## config.mk

```make
export PLATFORM = sky130hd
export DESIGN_NAME = ezp_tx_arb
export DESIGN_NICKNAME = d
export VERILOG_FILES = /design/src/rtl/ezp_tx_arb.sv
export SDC_FILE = /design/constraint.sdc
export NUM_CORES = 1
export LEC_CHECK = 0
export ABC_AREA = 1
export BUFFER_PORTS_ARGS = -buffer_cell sky130_fd_sc_hd__buf_2
export CORE_UTILIZATION = 30
export CTS_CLUSTER_DIAMETER = 50
export DETAILED_ROUTE_END_ITERATION = 8
export GPL_TIMING_DRIVEN = 0
export MAX_ROUTING_LAYER = met4
export PLACE_DENSITY_LB_ADDON = 0.3
export SKIP_LAST_GASP = 1
export SYNTH_ARGS = -nofsm -noshare
export SYNTH_HDL_FRONTEND = slang
export SYNTH_SLANG_ARGS = --single-unit
```

## constraint.sdc

```tcl
create_clock -name clk -period 1.8 [get_ports clk]
set_input_delay 0.09 -clock clk [delete_from_list [all_inputs] [get_ports clk]]
set_output_delay 0.09 -clock clk [all_outputs]
set_load 0.01 [all_outputs]
```

## src/rtl/ezp_tx_arb.sv

```systemverilog
// Round-robin arbiter sharing one EZPack UART transmitter among NUM_REQ sources.
// Each granted packet is captured, launched with a one-cycle pulse, and the grant
// is held until the transmitter signals done or the WAIT timeout expires.
module ezp_tx_arb #(
    parameter int unsigned NUM_REQ     = 4,
    parameter int unsigned MAX_PKTLEN  = 7,
    parameter int unsigned TIMEOUT_CYC = 1_000_000
) (
    input  logic                              clk,
    input  logic                              rst,
    input  logic [NUM_REQ*8*MAX_PKTLEN-1:0]   i_req_data,
    input  logic [NUM_REQ-1:0]                i_req_valid,
    output logic [NUM_REQ-1:0]                o_req_ready,
    output logic [8*MAX_PKTLEN-1:0]           o_tx_data,
    output logic                              o_tx_valid,
    input  logic                              i_tx_done,
    output logic                              o_busy,
    output logic [$clog2(NUM_REQ)-1:0]        o_grant_id,
    output logic                              o_err,
    output logic [15:0]                       o_pkt_cnt
);

    localparam int unsigned PW    = $clog2(NUM_REQ);
    localparam int unsigned TW    = $clog2(TIMEOUT_CYC);
    localparam int unsigned PKT_W = 8 * MAX_PKTLEN;

    localparam logic [PW-1:0] LAST_ID  = PW'(NUM_REQ - 1);
    localparam logic [TW-1:0] TMO_LAST = TW'(TIMEOUT_CYC - 1);

    typedef enum logic [1:0] {
        ST_IDLE,
        ST_GRANT,
        ST_LAUNCH,
        ST_WAIT
    } state_t;

    state_t          state;
    state_t          state_nxt;
    logic [PW-1:0]   ptr;
    logic [PW-1:0]   sel;
    logic [PW-1:0]   cand;
    logic [PW-1:0]   next_id;
    logic [31:0]     idx;
    logic            found;
    logic [TW-1:0]   tmo_cnt;
    logic            tmo_hit;
    logic [PKT_W-1:0] req_pkt [NUM_REQ];

    // Split the flat packet bus into one slice per requester.
    always_comb begin
        for (int unsigned k = 0; k < NUM_REQ; k++) begin
            req_pkt[k] = i_req_data[k*PKT_W +: PKT_W];
        end
    end

    // Pick the first valid requester scanning upward from ptr; the wrap is an
    // explicit subtract so non-power-of-2 NUM_REQ works.
    always_comb begin
        found = 1'b0;
        sel   = '0;
        cand  = '0;
        idx   = '0;
        for (int unsigned i = 0; i < NUM_REQ; i++) begin
            idx = 32'(ptr) + i;
            if (idx >= NUM_REQ) begin
                idx = idx - NUM_REQ;
            end
            cand = PW'(idx);
            if (!found && i_req_valid[cand]) begin
                found = 1'b1;
                sel   = cand;
            end
        end
    end

    assign next_id = (o_grant_id == LAST_ID) ? '0 : o_grant_id + PW'(1);
    assign tmo_hit = (tmo_cnt == TMO_LAST);

    // State register.
    always_ff @(posedge clk) begin
        if (rst) begin
            state <= ST_IDLE;
        end else begin
            state <= state_nxt;
        end
    end

    // Next-state logic and state-decoded outputs.
    always_comb begin
        state_nxt   = state;
        o_req_ready = '0;
        o_tx_valid  = 1'b0;
        o_busy      = (state != ST_IDLE);
        case (state)
            ST_IDLE: begin
                if (found) begin
                    state_nxt = ST_GRANT;
                end
            end
            ST_GRANT: begin
                o_req_ready[o_grant_id] = 1'b1;
                state_nxt = i_req_valid[o_grant_id] ? ST_LAUNCH : ST_IDLE;
            end
            ST_LAUNCH: begin
                o_tx_valid = 1'b1;
                state_nxt  = ST_WAIT;
            end
            ST_WAIT: begin
                if (i_tx_done || tmo_hit) begin
                    state_nxt = ST_IDLE;
                end
            end
            default: state_nxt = ST_IDLE;
        endcase
    end

    // Grant index, packet capture, timeout counter, completion count and error pulse.
    always_ff @(posedge clk) begin
        if (rst) begin
            ptr        <= '0;
            o_grant_id <= '0;
            o_tx_data  <= '0;
            tmo_cnt    <= '0;
            o_pkt_cnt  <= '0;
            o_err      <= 1'b0;
        end else begin
            o_err <= 1'b0;
            case (state)
                ST_IDLE: begin
                    if (found) begin
                        o_grant_id <= sel;
                    end
                end
                ST_GRANT: begin
                    if (i_req_valid[o_grant_id]) begin
                        o_tx_data <= req_pkt[o_grant_id];
                    end
                end
                ST_LAUNCH: begin
                    tmo_cnt <= '0;
                end
                ST_WAIT: begin
                    // done has priority over a coincident timeout
                    if (i_tx_done) begin
                        o_pkt_cnt <= o_pkt_cnt + 16'd1;
                        ptr       <= next_id;
                    end else if (tmo_hit) begin
                        o_err <= 1'b1;
                        ptr   <= next_id;
                    end else begin
                        tmo_cnt <= tmo_cnt + TW'(1);
                    end
                end
                default: ;
            endcase
        end
    end

endmodule

```

==> impl_metrics.ini <==
[synth]
ys_top_cells_by_area = dfxtp_1 (32%), nor2_1 (18%), o21ai_0 (14%)
yosys_warnings = 0
synthCells = 989
ys_seq_area_share_pct = 32.5
yosys.area.top_type = dfxtp_1
synth_top_area_share_pct = 32.5
synth-seq-cells = 99
avgSynthCellArea_um2 = 6.17
synth_area_um2 = 6110
ys_types = 33
synthesis.nets = 1226

[global_routing]
grt.total_usage_pct = 24.1
antenna_found_initial = 6
grt-busiest-layer = met2
grt_pass1_vias = 7162
grt_remaining_overflow = 0
grt_max_degree = 17
grt_use_met2_pct = 42.6
grt_first_pass_wirelength_um = 37000
globalRouteMet1Util_pct = 26.4
use_met3_pct = 4.80

[final_layout]
final_layout_size_suffix_gt1_share_pct = 29.5
nFillCells = 2147
syn2layout_area_growth_pct = 39.8
final_cells = 1596
fin_nets = 1557
fin_util_pct = 43.3

[place]
gp_congestion = 0.965
hpwl_um = 19500
dpl.cell_count = 1564
dp_slack_ns = -0.533
portBuffers = 310

[routing]
firstDrtPassIters = 5
drc = 0
drt_iter0_markers = 369
via_count = 7743
wl_um = 24800
antenna_left = 0
vias_per_cell = 4.85
wire_per_inst_um = 15.5

[timing]
hold_slack_ns = 0.0380
max_freq_mhz = 584
period_share_pct = 95.1
setup_violations = 0
hold_viol = 0
max_slew_margin_pct = 62.6
maxSlewViolCount = 0
tightest_slew_ns = 0.561
grt_setup_unrepaired = yes
fin_crit_ns = 1.71
setup_ws_ns = 0.0891
fin_skew_ns = 0.0110

[hold_path]
holdCritStartpoint = i_req_data[71]
hold_class = in -> reg
whs_endpoint = o_tx_data[15]$_SDFFE_PP0P_
hold_depth = 3

[critical_path]
critPathMaxFanout = 11
cpPeakStageDelay_ns = 0.37
worstPathArrival_ns = 1.62
crit_chain = buf_8 > clkinv_8 > buf_12 > buf_12 > ha_1 > inv_1 > nor2_1 > buf_2
required_ns = 1.71
r2r_slack_ns = 0.09
worst_path_most_repeated_cell = buf_12
crit_slowest_cell = dfxtp_4
reg2reg_to = o_tx_data[31]$_SDFFE_PP0P_
regToRegStartpoint = o_grant_id[1]$_SDFFE_PP0P_
ff2ff_path_depth = 6
worstSetupEndpointType = output port
cp-start-kind = register
path_class = reg -> out

[clock_network]
clock-root-buffer = clkbuf_16
clock_sinks = 99
htreeDepth = 3
clkLatencyLatePin_ns = 0.36
cts_made_buffers = 9
cts_max_path_buffers = 2
path_clk_slew_ns = 0.08
cts_tree = done

[floorplan]
io_pins = 312
dieHeight_um = 145
start_util_pct = 31.0
num_rows = 51
fp.dieW_um = 145
core_um2 = 19700
dieArea_um2 = 20900

[power_and_ir_drop]
peakVddDrop_v = 0.000418
p_per_area_nw_per_um2 = 834
power_leakage_nw = 3.95

[flow_run]
maxCapViolCount = 0

[outcome]
status = finished clean
==> cells by family (layout without fill, tap and decap cells) <==
kind of cell	count (synthesis)	in the layout	share of synthesized area, %
and+or+nand+nor	466	466	31.1
adders and majority gates	6	6	1.23
other	0	6	0
xor gates and xnor gates	11	11	1.58
AOI/OAI and AO/OA	287	287	25.1
DFF	99	99	32.5
buffers and inverters	120	456	8.52
==> power by group <==
| part | internal, mW | switching (mW) |
|---|---|---|
| sequential | 2.40 | 0.112 |
| clock | 1.09 | 0.950 |
| combinational | 0.999 | 1.57 |
==> worst max-delay path, delay by kind of cell (launching register included) <==
kind                       cells  cell delay, ns
and+or+nand+nor                1            0.03
buffers and inverters          6            0.66
adders and majority gates      1            0.19
DFF                            1            0.37
==> layer usage <==
layer / share of wire [%] / routed length (um)
met4: 3.0 / 734
met5: 0 / 0
met1: 41 / 10000
met2: 51 / 12600
met3: 5.4 / 1350
==> cell usage after synthesis <==
master / count
inv_2: 4
a31oi_1: 57
nand4_1: 9
nand3b_1: 2
nor3_2: 2
clkbuf_1: 32
ha_1: 6
o21ai_1: 17
xor2_1: 8
and3_1: 2
a21oi_4: 1
nand2_1: 120
nor3_1: 2
buf_4: 4
a21oi_1: 34
nand3_2: 2
buf_6: 4
nor2_4: 4
nor3b_1: 1
a21oi_2: 1
o21ai_0: 173
o21a_1: 4
xnor2_1: 3
nor2_1: 292
dfxtp_1: 99
inv_1: 52
buf_2: 20
nor4_1: 1
nand3_1: 25
nand3b_2: 1
nor2_2: 2
nand2_4: 1
buf_1: 4
==> metrics by stage <==
stage               power, mW  setup TNS [ns]  cell area (um^2)
global placement         4.96           -8.84              7990
finish                   7.12               0              8530
detailed placement       4.97           -8.51              7990
floorplan                3.96               0              6110
CTS                      7.06          -0.121              8370
global route             7.55         -0.0448              8530
==> timing repair <==
item / in CTS / in global routing
buffers inserted: 2 / 6
endpoints found under the hold margin: 1 / 0
hold buffers: 1 / 0
pin swaps: 1 / 3
gates cloned: 0 / 1
setup endpoints to repair: 77 / 76
resized for setup: 16 / 22
==> cell type report <==
| cell class | instances | area (um^2) | share of cell area, % |
|---|---|---|---|
| multi-input cells | 770 | 3630 | 42.6 |
| flip-flops and latches | 99 | 1990 | 23.3 |
| repair buffers | 320 | 1670 | 19.6 |
| plain buffers | 64 | 373 | 4.37 |
| well taps | 265 | 332 | 3.89 |
| clock buffers | 11 | 233 | 2.73 |
| inverters | 56 | 223 | 2.61 |
| clock inverters | 5 | 62.6 | 0.733 |
| diodes | 6 | 15.0 | 0.176 |
==> worst max path at each step <==
stage / slack [ns] / from / endpoint
after global routing: -0.02 / o_grant_id[0]$_SDFFE_PP0P_ / o_tx_data[41]$_SDFFE_PP0P_
after detailed placement: -0.53 / o_grant_id[0]$_SDFFE_PP0P_ / ptr[1]$_SDFFE_PP0P_
after floorplan: 0.16 / o_grant_id[0]$_SDFFE_PP0P_ / ptr[1]$_SDFFE_PP0P_
final: 0.09 / o_grant_id[0]$_SDFFE_PP0P_ / o_req_ready[0]
after CTS: -0.07 / o_grant_id[0]$_SDFFE_PP0P_ / o_req_ready[0]
after global placement: -0.55 / o_grant_id[0]$_SDFFE_PP0P_ / ptr[1]$_SDFFE_PP0P_
==> sequential cells by signal (all words and copies together), names as in the netlist, named ones only <==
| name | cells |
|---|---|
| o_err | 1 |
| o_grant_id | 2 |
| o_pkt_cnt | 16 |
| o_tx_data | 56 |
| ptr | 2 |
| state | 1 |
| tmo_cnt | 20 |
==> cells in the final DEF, fill, tap and decap left out, types with 4 or more instances in the layout <==
master       n
nor2_1     291
diode_2      6
buf_2      326
buf_12       4
o21ai_1     16
o21a_1       4
ha_1         5
buf_1        4
a21oi_1     34
nand3_1     25
dfxtp_1     95
buf_4        9
inv_2        4
clkbuf_16   10
nor2_4       4
nand2_1    119
clkbuf_1    31
nand4_1      9
o21ai_0    173
a31oi_1     57
inv_1       51
xor2_1       8
clkbuf_4     4
buf_8        4
(Power assumes the default switching activity.)
